[config.mk]
export PLATFORM = sky130hd
export DESIGN_NAME = bin_to_bcd_seq
export DESIGN_NICKNAME = d
export VERILOG_FILES = /design/src/rtl/bin_to_bcd_seq_pkg.sv /design/src/rtl/bin_to_bcd_seq_bcd_add3.sv /design/src/rtl/bin_to_bcd_seq.sv
export SDC_FILE = /design/constraint.sdc
export NUM_CORES = 1
export LEC_CHECK = 0
export CORE_UTILIZATION = 53
export DETAILED_ROUTE_END_ITERATION = 8
export HOLD_SLACK_MARGIN = 0.03
export PLACE_DENSITY_LB_ADDON = 0.08
export SETUP_SLACK_MARGIN = 0.3
export SLEW_MARGIN = 5
export SYNTH_ARGS = -nofsm -noshare
export SYNTH_HDL_FRONTEND = slang
export SYNTH_SLANG_ARGS = --single-unit
[constraint.sdc]
create_clock -name Clk -period 2.1 [get_ports Clk]
set_input_delay 0.525 -clock Clk [delete_from_list [all_inputs] [get_ports Clk]]
set_output_delay 0.525 -clock Clk [all_outputs]
set_load 0.01 [all_outputs]
[src/rtl/bin_to_bcd_seq_pkg.sv]
// Shared encodings and constants for the sequential binary-to-packed-BCD converter.
package bin_to_bcd_seq_pkg;

  localparam logic [1:0] IDLE  = 2'd0;
  localparam logic [1:0] SHIFT = 2'd1;
  localparam logic [1:0] DONE  = 2'd2;

  localparam logic [3:0] BCD_NINE    = 4'd9;
  localparam logic [3:0] ADD3_THRESH = 4'd5;

  // Largest value representable in the given number of BCD digits (10^digits - 1).
  function automatic logic [31:0] maxBcdValue(input int digits);
    logic [31:0] v;
    v = 32'd1;
    for (int i = 0; i < digits; i++) v = v * 32'd10;
    return v - 32'd1;
  endfunction

endpackage

[src/rtl/bin_to_bcd_seq_bcd_add3.sv]
// Double-dabble digit correction: adds 3 to a BCD digit that is 5 or more.
module bcd_add3
  import bin_to_bcd_seq_pkg::*;
(
  input  logic [3:0] digitIn,
  output logic [3:0] digitOut
);

  assign digitOut = (digitIn >= ADD3_THRESH) ? digitIn + 4'd3 : digitIn;

endmodule

[src/rtl/bin_to_bcd_seq.sv]
// Sequential double-dabble converter: one correct-and-shift step per clock,
// out-of-range inputs saturate to all nines with Ovf set.
//
// Handshake: Start is only sampled while Busy=0 (IDLE or the Done cycle); a
// sampled Start latches BinIn and begins a conversion. Done pulses for one cycle
// and BcdOut/Ovf already carry the new result in that cycle.
module bin_to_bcd_seq
  import bin_to_bcd_seq_pkg::*;
#(
  parameter int BIN_W  = 14,
  parameter int DIGITS = 4
) (
  input  logic                  Clk,
  input  logic                  Rst,
  input  logic                  Start,
  input  logic [BIN_W-1:0]      BinIn,
  output logic                  Busy,
  output logic                  Done,
  output logic [4*DIGITS-1:0]   BcdOut,
  output logic                  Ovf,
  output logic [1:0]            stateDbg
);

  localparam int          SCR_W = 4 * DIGITS;
  localparam int          CNT_W = $clog2(BIN_W + 1);
  localparam logic [31:0] MAXV  = maxBcdValue(DIGITS);

  logic [1:0]       state;
  logic [BIN_W-1:0] binReg;
  logic [SCR_W-1:0] scratch;
  logic [SCR_W-1:0] corrected;
  logic [SCR_W-1:0] shifted;
  logic [SCR_W-1:0] nines;
  logic [CNT_W-1:0] cnt;
  logic             ovfL;
  logic             lastStep;
  logic             startOvf;

  for (genvar g = 0; g < DIGITS; g++) begin : gen_digit
    bcd_add3 u_add3 (
      .digitIn  (scratch[4*g +: 4]),
      .digitOut (corrected[4*g +: 4])
    );
    assign nines[4*g +: 4] = BCD_NINE;
  end

  // Bits leaving the scratch MSB are dropped; that only happens on overflow.
  assign shifted  = {corrected[SCR_W-2:0], binReg[BIN_W-1]};
  assign lastStep = (cnt == CNT_W'(BIN_W - 1));
  assign startOvf = (32'(BinIn) > MAXV);

  always_ff @(posedge Clk) begin
    if (Rst) begin
      state   <= IDLE;
      binReg  <= '0;
      scratch <= '0;
      cnt     <= '0;
      ovfL    <= 1'b0;
      BcdOut  <= '0;
      Ovf     <= 1'b0;
    end else begin
      case (state)
        IDLE, DONE: begin
          if (Start) begin
            binReg  <= BinIn;
            scratch <= '0;
            cnt     <= '0;
            ovfL    <= startOvf;
            state   <= SHIFT;
          end else begin
            state <= IDLE;
          end
        end
        SHIFT: begin
          scratch <= shifted;
          binReg  <= {binReg[BIN_W-2:0], 1'b0};
          cnt     <= cnt + CNT_W'(1);
          // Publish on the final step so the result is visible during Done.
          if (lastStep) begin
            state  <= DONE;
            BcdOut <= ovfL ? nines : shifted;
            Ovf    <= ovfL;
          end
        end
        default: state <= IDLE;
      endcase
    end
  end

  assign Busy     = (state == SHIFT);
  assign Done     = (state == DONE);
  assign stateDbg = state;

endmodule

==> impl_metrics.csv, run 1 <==
group,metric,value,unit
synthesis,ys_warn_count,0,
worst_setup_path,worst_path_largest_cell_delay,0.54,ns
place,placedCellCount,358,
synthesis,synth_area,0.00237,mm2
synthesis,synthArstFlopShare,0,%
floorplanning,rows,23,
worst_setup_path,cp_max_fo,2,
floorplanning,die_area,0.00474,mm2
outcome,outcome,"finished, final reports clean",
detailed_routing,drt_iter0_markers,145,
place,portBuffers,37,
cells_and_area,nFillCells,351,
cts,cts.sinks,54,
floorplanning,pin_count,38,
detailed_routing,route.detailed.drc,0,
floorplanning,start_util,57.2,%
cells_and_area,final_common_cell,"dfxtp_1",
worst_setup_path,endpoint_kind,"output port",
synthesis,seq_area_frac_synth,45.6,%
worst_setup_path,cp.arrival,1.21,ns
cells_and_area,diodes,0,
detailed_routing,ant_nets,0,
worst_setup_path,cp_top_family,"buffers and inverters",
timing,fin_crit_sh,82.5,%
cts,cts_buffer_depth,2,
timing,period_minus_slack,1.73,ns
floorplanning,die_h,68.9,um
synthesis,synthFlopType,"dfxtp_1",
global_route,track_usage,23.4,%
place,placed_cell_area,0.00282,mm2
global_route,grt_first_pass_wirelength,8050,um
cts,root_buffer,"clkbuf_8",
floorplanning,die_w,68.9,um
cells_and_area,fin_cells,365,
pwr,leakage,1.06,nW
timing,worst_pin_slew,0.424,ns
cts,h-tree-depth,2,
synthesis,synth_edf_count,0,
synthesis,synth_seq_cells,54,
detailed_routing,vias,2013,
worst_setup_path,crit_type,"reg2out",
timing,max_slew_margin,71.7,%
timing,hold_violations,0,
cts,cts_buffers,5,
timing,rsz0062_at_grt,"no",
synthesis,synth_top_area_share,45.6,%
detailed_routing,wirelength,4970,um
timing,drv_slew,0,
timing,setup_viol,0,
cts,cts_tree,"done",
worst_setup_path,required,1.57,ns
job,drv_cap,0,
detailed_routing,drt_first_pass_iters,6,
global_route,grt_pass1_vias,1738,
cts,clk_transition_reported_paths,0.09,ns
synthesis,syn_nets,303,
cells_and_area,final_cell_mix,"dfxtp_1, clkdlybuf4s50_1, nand2_1",
place,hpwlAfterDp,3470,um
timing,skew,0.00499,ns
timing,finalSetupTns,0,ns
cells_and_area,finalInstanceArea,0.00291,mm2
worst_setup_path,slowest_stage,"clkdlybuf4s50_1",
synthesis,synth_cell_type_count,28,
pwr,vdd.ir_drop.worst,0.323,mV
synthesis,yosysTopAreaCell,"dfxtp_1",
timing,max_freq,577,MHz
worst_setup_path,start_kind,"flip-flop",
place,routabilityCongestion,0.763,
worst_setup_path,cp_num_buf_inv,1,
global_route,grt_max_degree,25,
synthesis,ys_top_cells_by_area,"dfxtp_1, a22oi_1, a21oi_1, ha_1, nand2_1",
cts,insertion_delay,0.30,ns
detailed_routing,viasPerCell,5.52,
worst_setup_path,path_cells,"clkdlybuf4s50_1",
synthesis,synthCells,276,
pwr,cellPowerDensity,617,mW/mm2
cells_and_area,area_delta_synth_final,22.6,%
global_route,antenna_found_initial,0,
cells_and_area,final_nets,342,
cells_and_area,drive_above_1_share,10.8,%
hold_path,hp-class,"reg2reg",
synthesis,avgSynthCellArea,8.59,um2
global_route,grt-ovfl-total,0,
floorplanning,core,0.00414,mm2
detailed_routing,post_drt_wl_per_cell,13.6,um
## metrics by stage
stage | worst slack, ns | total power, mW | util, % | hold slack, ns
floorplan | 0.499 | 1.18 | - | 0.425
global placement | 0.105 | 1.26 | 68.0 | 0.439
detailed placement | 0.169 | 1.26 | 68.0 | 0.447
CTS | 0.309 | 1.81 | 69.9 | 0.460
global route | 0.306 | 1.87 | 70.1 | 0.473
finish | 0.368 | 1.79 | 70.1 | 0.455
## registers in the layout, summed over array words and instances (netlist names)
register  count
cnt           4
stateDbg      2
Ovf           1
ovfL          1
scratch      16
binReg       14
BcdOut       16
## where the power goes
part           internal, mW  switching [mW]
clock network         0.229           0.325
logic                0.0790          0.0920
registers              1.05          0.0187
total                  1.36           0.435
## cells in the mapped netlist, types with 2 or more instances
master / count
ha_1: 10
nand2_1: 32
o21ai_2: 8
buf_2: 4
dfxtp_1: 54
nor2_1: 26
nand3_1: 2
a22oi_1: 19
a211oi_1: 3
inv_1: 10
nand2b_1: 10
xnor2_1: 4
mux2_2: 5
nor3b_1: 4
a21oi_1: 27
and2b_1: 2
nor3_1: 11
clkbuf_1: 11
nand3b_1: 8
o21ai_0: 18
## cells by family after synthesis
logic type      after synthesis  share of synthesized area [%]
buf+inv                      27                           4.80
xor+xnor                      4                           1.48
compound gates               76                           19.8
fa+ha+maj                    10                           5.28
simple gates                100                           20.6
flops                        54                           45.6
mux                           5                           2.38
## final cells by class
cell class                      count  area (um2)  area share (%)
Tap cell                           50        62.6            2.15
Timing Repair Buffer               49         463            15.9
Inverter                           10        37.5            1.29
Multi-Input combinational cell    195        1180            40.6
Sequential cell                    54        1080            37.3
Clock buffer                        6        72.6            2.50
Clock inverter                      1        7.51           0.258
## worst reg2reg max path: cells and delay by family (launching register included)
family          cells  cell delay (ns)
compound gates      1             0.16
simple gates        3             0.80
flops               1             0.42
fa+ha+maj           1             0.18
## per-layer routing
metal	track usage (%)	wire length [um]
met1	32.1	2470
met2	36.2	2220
met3	4.44	247
met4	8.42	31
met5	0	0
## final timing paths
path | startpoint | endpoint | slack (ns) | cells past startpoint
hold reg to reg | Ovf$_SDFFE_PP0P_ | Ovf$_SDFFE_PP0P_ | 0.45 | 2
hold / removal | Ovf$_SDFFE_PP0P_ | Ovf$_SDFFE_PP0P_ | 0.45 | 2
setup / recovery | BcdOut[0]$_SDFFE_PP0P_ | BcdOut[0] | 0.37 | 1
setup reg to reg | cnt[0]$_SDFFE_PP0P_ | BcdOut[9]$_SDFFE_PP0P_ | 0.49 | 5
## what timing repair did
| action | CTS | global route |
|---|---|---|
| hold buffers | 0 | 0 |
| resized for setup | 3 | 3 |
| setup endpoints to repair | 3 | 10 |
| buffers inserted | 0 | 0 |
(Power assumes the default switching activity.)
==> inputs of run 2 (changes only) <==
--- a/config.mk
+++ b/config.mk
@@ -5,7 +5,7 @@
 export SDC_FILE = /design/constraint.sdc
 export NUM_CORES = 1
 export LEC_CHECK = 0
-export CORE_UTILIZATION = 53
+export CORE_UTILIZATION = 48
 export DETAILED_ROUTE_END_ITERATION = 8
 export HOLD_SLACK_MARGIN = 0.03
 export PLACE_DENSITY_LB_ADDON = 0.08
==> constraint.sdc (replaced) <==
create_clock -name Clk -period 1.5 [get_ports Clk]
set_input_delay 0.375 -clock Clk [delete_from_list [all_inputs] [get_ports Clk]]
set_output_delay 0.375 -clock Clk [all_outputs]
set_load 0.01 [all_outputs]
==> run 2 against run 1 <==
Against the previous run:
- clock skew rose by 0.0020 ns
- non-clock buffer count grew 41
- combinational power increased to 3.0 times the previous value
- via count up 21%
- critical endpoint is now BcdOut[1]$_SDFFE_PP0P_
- clock power increased by 120%
- the flow now finishes with violations (negative setup slack)
- critical path type is now reg2reg
- worst hold slack gained 0.021 ns
- sequential power increased by 41%
- first-iteration DRC count down 25%
- highest routed layer unchanged
==> impl_metrics.csv, run 2 (synthesis results as in run 1) <==
group,metric,value,unit
outcome,outcome,"finished, violations left",
outcome,violations,"negative setup slack",
detailed_routing,drt_iter0_markers,109,
floorplanning,pin_count,38,
detailed_routing,viasPerCell,5.74,
pwr,seqPwrFrac,46.8,%
timing,period_minus_slack,1.55,ns
cells_and_area,final_cell_mix,"dfxtp_2, dfxtp_1, buf_6",
job,drv_cap,0,
place,place_ws,-0.304,ns
detailed_routing,ant_nets,0,
timing,max_freq,646,MHz
worst_setup_path,crit_type,"reg2reg",
place,hpwlAfterDp,3910,um
detailed_routing,vias,2432,
worst_setup_path,path_cells,"inv_2 -> ha_4 -> nand3_4 -> or2_4 -> or3_4 -> buf_6 -> o21ai_2",
cts,cts_buffers,5,
cts,h-tree-depth,2,
cells_and_area,drive_above_1_share,69.7,%
global_route,grt_first_pass_wirelength,11600,um
global_route,antenna_found_initial,0,
cts,root_buffer,"clkbuf_8",
cells_and_area,reg_top3,"BcdOut: 16 flops, scratch: 16 flops, binReg: 14 flops",
worst_setup_path,start_kind,"flip-flop",
floorplanning,core,0.00472,mm2
cells_and_area,utilization,88.3,%
cts,cts.sinks,54,
timing,skew,0.00699,ns
place,placed_cell_area,0.00320,mm2
floorplanning,die_area,0.00522,mm2
pwr,p_total,3.22,mW
cells_and_area,diodes,0,
timing,hold_violations,0,
worst_setup_path,endpoint_kind,"flip-flop",
detailed_routing,wirelength,8640,um
detailed_routing,route.detailed.drc,0,
global_route,grt-ovfl-total,0,
worst_setup_path,worst_path_largest_cell_delay,0.40,ns
floorplanning,die_h,72.3,um
timing,setup_viol,9,
cts,cts_buffer_depth,2,
cts,insertion_delay,0.32,ns
place,portBuffers,37,
cells_and_area,multi_input_area,0.00191,mm2
timing,setup_slack,-0.0485,ns
global_route,grt_max_degree,23,
worst_setup_path,slowest_stage,"or3_4",
worst_setup_path,cp_max_fo,4,
cells_and_area,final_nets,383,
cts,clk_transition_reported_paths,0.10,ns
pwr,p_int,2.39,mW
pwr,p_sw,0.836,mW
floorplanning,start_util,50.2,%
hold_path,hp-class,"reg2reg",
pwr,cellPowerDensity,773,mW/mm2
cts,cts_tree,"done",
pwr,vdd.ir_drop.worst,0.654,mV
global_route,track_usage,28.6,%
cells_and_area,nFillCells,202,
cells_and_area,finalInstanceArea,0.00417,mm2
pwr,p_sw_share,25.9,%
timing,rsz0062_at_grt,"yes",
cells_and_area,seq_area,0.00112,mm2
timing,fin_crit_sh,103,%
timing,timing.hold.ws,0.476,ns
detailed_routing,drt_first_pass_iters,4,
cts,cts_hold_buf,0,
floorplanning,rows,25,
pwr,comb_power_share,15.7,%
floorplanning,die_w,72.3,um
worst_setup_path,cp.arrival,1.81,ns
global_route,grt_pass1_vias,2439,
timing,drv_slew,0,
cells_and_area,area_delta_synth_final,75.9,%
pwr,leakage,1.59,nW
timing,worst_pin_slew,0.350,ns
worst_setup_path,required,1.76,ns
timing,max_slew_margin,76.6,%
pwr,clkPwrFrac,37.4,%
detailed_routing,post_drt_wl_per_cell,20.4,um
place,routabilityCongestion,0.802,
==> run 2: per-stage QoR <==
stage | TNS [ns] | std cells
2_1_floorplan | -0.437 | 276
3_3_place_gp | -7.03 | 393
3_5_place_dp | -7.70 | 393
4_1_cts | -0.112 | 417
5_1_grt | -0.707 | 424
6_report | -0.286 | 424
==> run 2: routing by layer <==
layer | global-route usage (%) | vias up | part of all wire, %
li1 | - | 1116 | -
met1 | 34.5 | 1206 | 40
met2 | 50.5 | 89 | 53
met3 | 5.42 | 21 | 5.1
met4 | 10.5 | 0 | 2.3
met5 | 0 | - | 0
==> run 2: area by class of cell <==
type	count	share of cell area, %
tap	67	2.01
inverter	10	1.29
clock inverter	3	1.65
timing repair buffer	90	20.6
sequential	54	26.9
multi-input combinational	195	45.9
clock buffer	5	1.65
==> run 2: worst max-delay path, delay by kind of cell, from the launching register on <==
kind | cells | cell delay [ns]
AO/OA/AOI/OAI | 1 | 0.11
adder cells (fa/ha/maj) | 1 | 0.13
buffers and inverters | 2 | 0.21
flip-flops | 1 | 0.34
AND/OR/NAND/NOR | 3 | 0.71
==> run 2: power groups by stage <==
stage / logic, mW / clock network [mW] / registers [mW]
floorplan: 0.201 / 0 / 1.52
global placement: 0.322 / 0 / 1.53
detailed placement: 0.326 / 0 / 1.53
CTS: 0.430 / 1.19 / 1.50
global route: 0.529 / 1.25 / 1.51
finish: 0.507 / 1.21 / 1.51
==> run 2: final timing paths <==
| kind | start | to | slack (ns) | cells after the start |
|---|---|---|---|---|
| worst max-delay path | cnt[1]$_SDFFE_PP0P_ | BcdOut[1]$_SDFFE_PP0P_ | -0.05 | 7 |
| worst min-delay path | Ovf$_SDFFE_PP0P_ | Ovf$_SDFFE_PP0P_ | 0.48 | 2 |
| worst max register to register | cnt[1]$_SDFFE_PP0P_ | BcdOut[1]$_SDFFE_PP0P_ | -0.05 | 7 |
| worst min register to register | Ovf$_SDFFE_PP0P_ | Ovf$_SDFFE_PP0P_ | 0.48 | 2 |
==> run 2: timing repair <==
item	4_1_cts	5_1_grt
setup buffers	13	6
endpoints found under the setup margin	73	62
gates cloned	3	1
resized for setup	217	67
pin swaps	45	39
==> inputs of run 3 (changes only) <==
--- a/config.mk
+++ b/config.mk
@@ -5,6 +5,7 @@
 export SDC_FILE = /design/constraint.sdc
 export NUM_CORES = 1
 export LEC_CHECK = 0
+export CORE_ASPECT_RATIO = 1.1
 export CORE_UTILIZATION = 48
 export DETAILED_ROUTE_END_ITERATION = 8
 export HOLD_SLACK_MARGIN = 0.03
@@ -14,3 +15,4 @@
 export SYNTH_ARGS = -nofsm -noshare
 export SYNTH_HDL_FRONTEND = slang
 export SYNTH_SLANG_ARGS = --single-unit
+export TNS_END_PERCENT = 100
==> run 3 against run 2 <==
Against the previous run:
- the flow still finishes with violations (negative setup slack)
- design area fell by 1.4%
- sequential share of layout area rose by 0.34 points
- global-route usage rose by 0.65 points
- maximum frequency fell by 4.4%
- register-to-register slack got worse by 0.07 ns
- wire length rose by 2.7%
- via count rose by 4.3%
- sequential cell count did not move
- combinational power rose by 17%
- die area barely moved
- critical endpoint is now scratch[0]$_SDFFE_PP0P_
- largest cell class unchanged
- highest routed layer unchanged
==> impl_metrics.csv, run 3 (synthesis results as in run 1) <==
group,metric,value,unit
outcome,outcome,"finished, violations left",
outcome,violations,"negative setup slack",
timing,max_slew_margin,72.4,%
place,portBuffers,37,
pwr,clkPwrFrac,30.7,%
detailed_routing,ant_nets,0,
worst_setup_path,cp_max_fo,11,
worst_setup_path,rrSetupSlack,-0.12,ns
floorplanning,pin_count,38,
timing,period_minus_slack,1.62,ns
hold_path,worstHoldStart,"scratch[13]$_SDFFE_PP0P_",
detailed_routing,drt_iter0_markers,162,
cells_and_area,nFillCells,202,
cts,cts_tree,"done",
worst_setup_path,path_common_cell,"buf_12",
floorplanning,rows,26,
cts,root_buffer,"clkbuf_8",
cts,insertion_delay,0.32,ns
worst_setup_path,path_cells,"nand2b_4 -> clkinvlp_4 -> buf_6 -> buf_12 -> nor2_4 -> buf_12 -> a22oi_2 -> nor2_1",
hold_path,hp-class,"reg2reg",
cells_and_area,diodes,0,
timing,fin_crit_sh,108,%
timing,skew,0.0182,ns
global_route,grt_first_pass_wirelength,11000,um
timing,drv_slew,0,
floorplanning,core,0.00468,mm2
cells_and_area,final_cell_mix,"buf_4, dfxtp_1, dfxtp_2",
pwr,comb_power_share,19.6,%
hold_path,min_to,"scratch[13]$_SDFFE_PP0P_",
cells_and_area,finalInstanceArea,0.00411,mm2
worst_setup_path,required,1.73,ns
place,placed_cell_area,0.00317,mm2
cts,cts_hold_buf,0,
global_route,track_usage,29.2,%
floorplanning,start_util,50.6,%
detailed_routing,wirelength,8870,um
detailed_routing,drt_first_pass_iters,4,
pwr,cellPowerDensity,738,mW/mm2
cts,cts_buffers,5,
worst_setup_path,worst_path_largest_cell_delay,0.37,ns
cts,h-tree-depth,2,
global_route,grt_max_degree,19,
pwr,vdd.ir_drop.worst,0.606,mV
place,routabilityCongestion,0.777,
global_route,antenna_found_initial,0,
worst_setup_path,r2r_end,"scratch[0]$_SDFFE_PP0P_",
timing,hold_violations,0,
place,hpwlAfterDp,3830,um
worst_setup_path,cp_num_buf_inv,4,
timing,finalSetupTns,-1.98,ns
detailed_routing,viasPerCell,6.03,
worst_setup_path,crit_type,"reg2reg",
floorplanning,die_h,75.7,um
cts,cts_buffer_depth,2,
global_route,grt_pass1_vias,2319,
cells_and_area,reg_top3,"BcdOut: 16 flops, scratch: 16 flops, binReg: 14 flops",
floorplanning,die_w,69.0,um
global_route,grt-ovfl-total,0,
detailed_routing,route.detailed.drc,0,
worst_setup_path,endpoint_kind,"flip-flop",
cells_and_area,final_common_cell,"buf_4",
timing,setup_viol,31,
worst_setup_path,r2r_start,"stateDbg[1]$_SDFFE_PP0P_",
job,drv_cap,0,
detailed_routing,vias,2537,
pwr,leakage,1.60,nW
worst_setup_path,start_kind,"flip-flop",
cts,cts.sinks,54,
pwr,p_int,2.20,mW
pwr,seqPwrFrac,49.7,%
pwr,p_total,3.04,mW
floorplanning,die_area,0.00522,mm2
pwr,p_sw_share,27.5,%
worst_setup_path,slowest_stage,"dfxtp_2",
detailed_routing,post_drt_wl_per_cell,21.1,um
timing,rsz0062_at_grt,"yes",
hold_path,whs_path_depth,2,
timing,worst_pin_slew,0.413,ns
cells_and_area,final_nets,391,
worst_setup_path,r2r_cells,8,
worst_setup_path,cp.arrival,1.85,ns
timing,max_freq,617,MHz
cts,clk_transition_reported_paths,0.11,ns
worst_setup_path,cp_top_family,"buffers and inverters",
pwr,p_sw,0.834,mW
timing,setup_slack,-0.119,ns
cells_and_area,drive_above_1_share,63.8,%
cells_and_area,area_delta_synth_final,73.5,%
-- run 3: area by class of cell --
cell class	count	area [um2]	area share, %
timing repair buffer	98	1020	24.7
clock inverter	1	8.76	0.213
inverter	10	43.8	1.06
tap	56	70.1	1.70
clock buffer	7	96.3	2.34
multi-input combinational	195	1760	42.7
sequential	54	1120	27.2
-- run 3: power by group through the flow --
stage,sequential (mW),combinational [mW],clock [mW]
2_1_floorplan,1.52,0.201,0
3_3_place_gp,1.52,0.318,0
6_report,1.51,0.595,0.933
5_1_grt,1.51,0.617,0.988
4_1_cts,1.50,0.518,0.921
3_5_place_dp,1.53,0.320,0
-- run 3: repair_timing --
action                     in CTS  in global routing
pin swaps                      31                 23
setup endpoints to repair      75                 59
setup buffers                  22                  7
resized for setup             213                 43
cloned                          7                  0
-- run 3: worst max path at each step --
stage | endpoint | from | slack, ns | cells past startpoint
detailed placement | ovfL$_SDFFE_PP0P_ | BinIn[6] | -0.27 | 5
finish | scratch[0]$_SDFFE_PP0P_ | stateDbg[1]$_SDFFE_PP0P_ | -0.12 | 8
CTS | BcdOut[6]$_SDFFE_PP0P_ | cnt[1]$_SDFFE_PP0P_ | -0.03 | 7
global route | scratch[0]$_SDFFE_PP0P_ | stateDbg[1]$_SDFFE_PP0P_ | -0.15 | 8
global placement | ovfL$_SDFFE_PP0P_ | BinIn[6] | -0.23 | 5
floorplan | BcdOut[1]$_SDFFE_PP0P_ | cnt[1]$_SDFFE_PP0P_ | -0.05 | 8
-- run 3: layer usage --
layer	track usage [%]	share of wire [%]	up-vias
met5	0	0	-
met3	5.99	5.1	40
li1	-	-	1131
met1	31.8	39	1260
met2	52.0	51	106
met4	16.8	4.8	0
-- run 3: worst reg2reg max path: cells and delay by family (launching register included) --
kind	cells	cell delay [ns]
compound gates	1	0.07
buf+inv	4	0.57
simple gates	3	0.53
flops	1	0.37
-- run 3: metrics by stage --
| stage | util (%) | instances | hold WS (ns) | worst slack (ns) |
|---|---|---|---|---|
| finish | 87.8 | 421 | 0.476 | -0.119 |
| CTS | 83.7 | 414 | 0.467 | -0.0317 |
| global route | 87.8 | 421 | 0.490 | -0.148 |
| detailed placement | 67.6 | 377 | 0.446 | -0.272 |
| global placement | 67.6 | 377 | 0.440 | -0.231 |
| floorplan | - | 276 | 0.430 | -0.0546 |
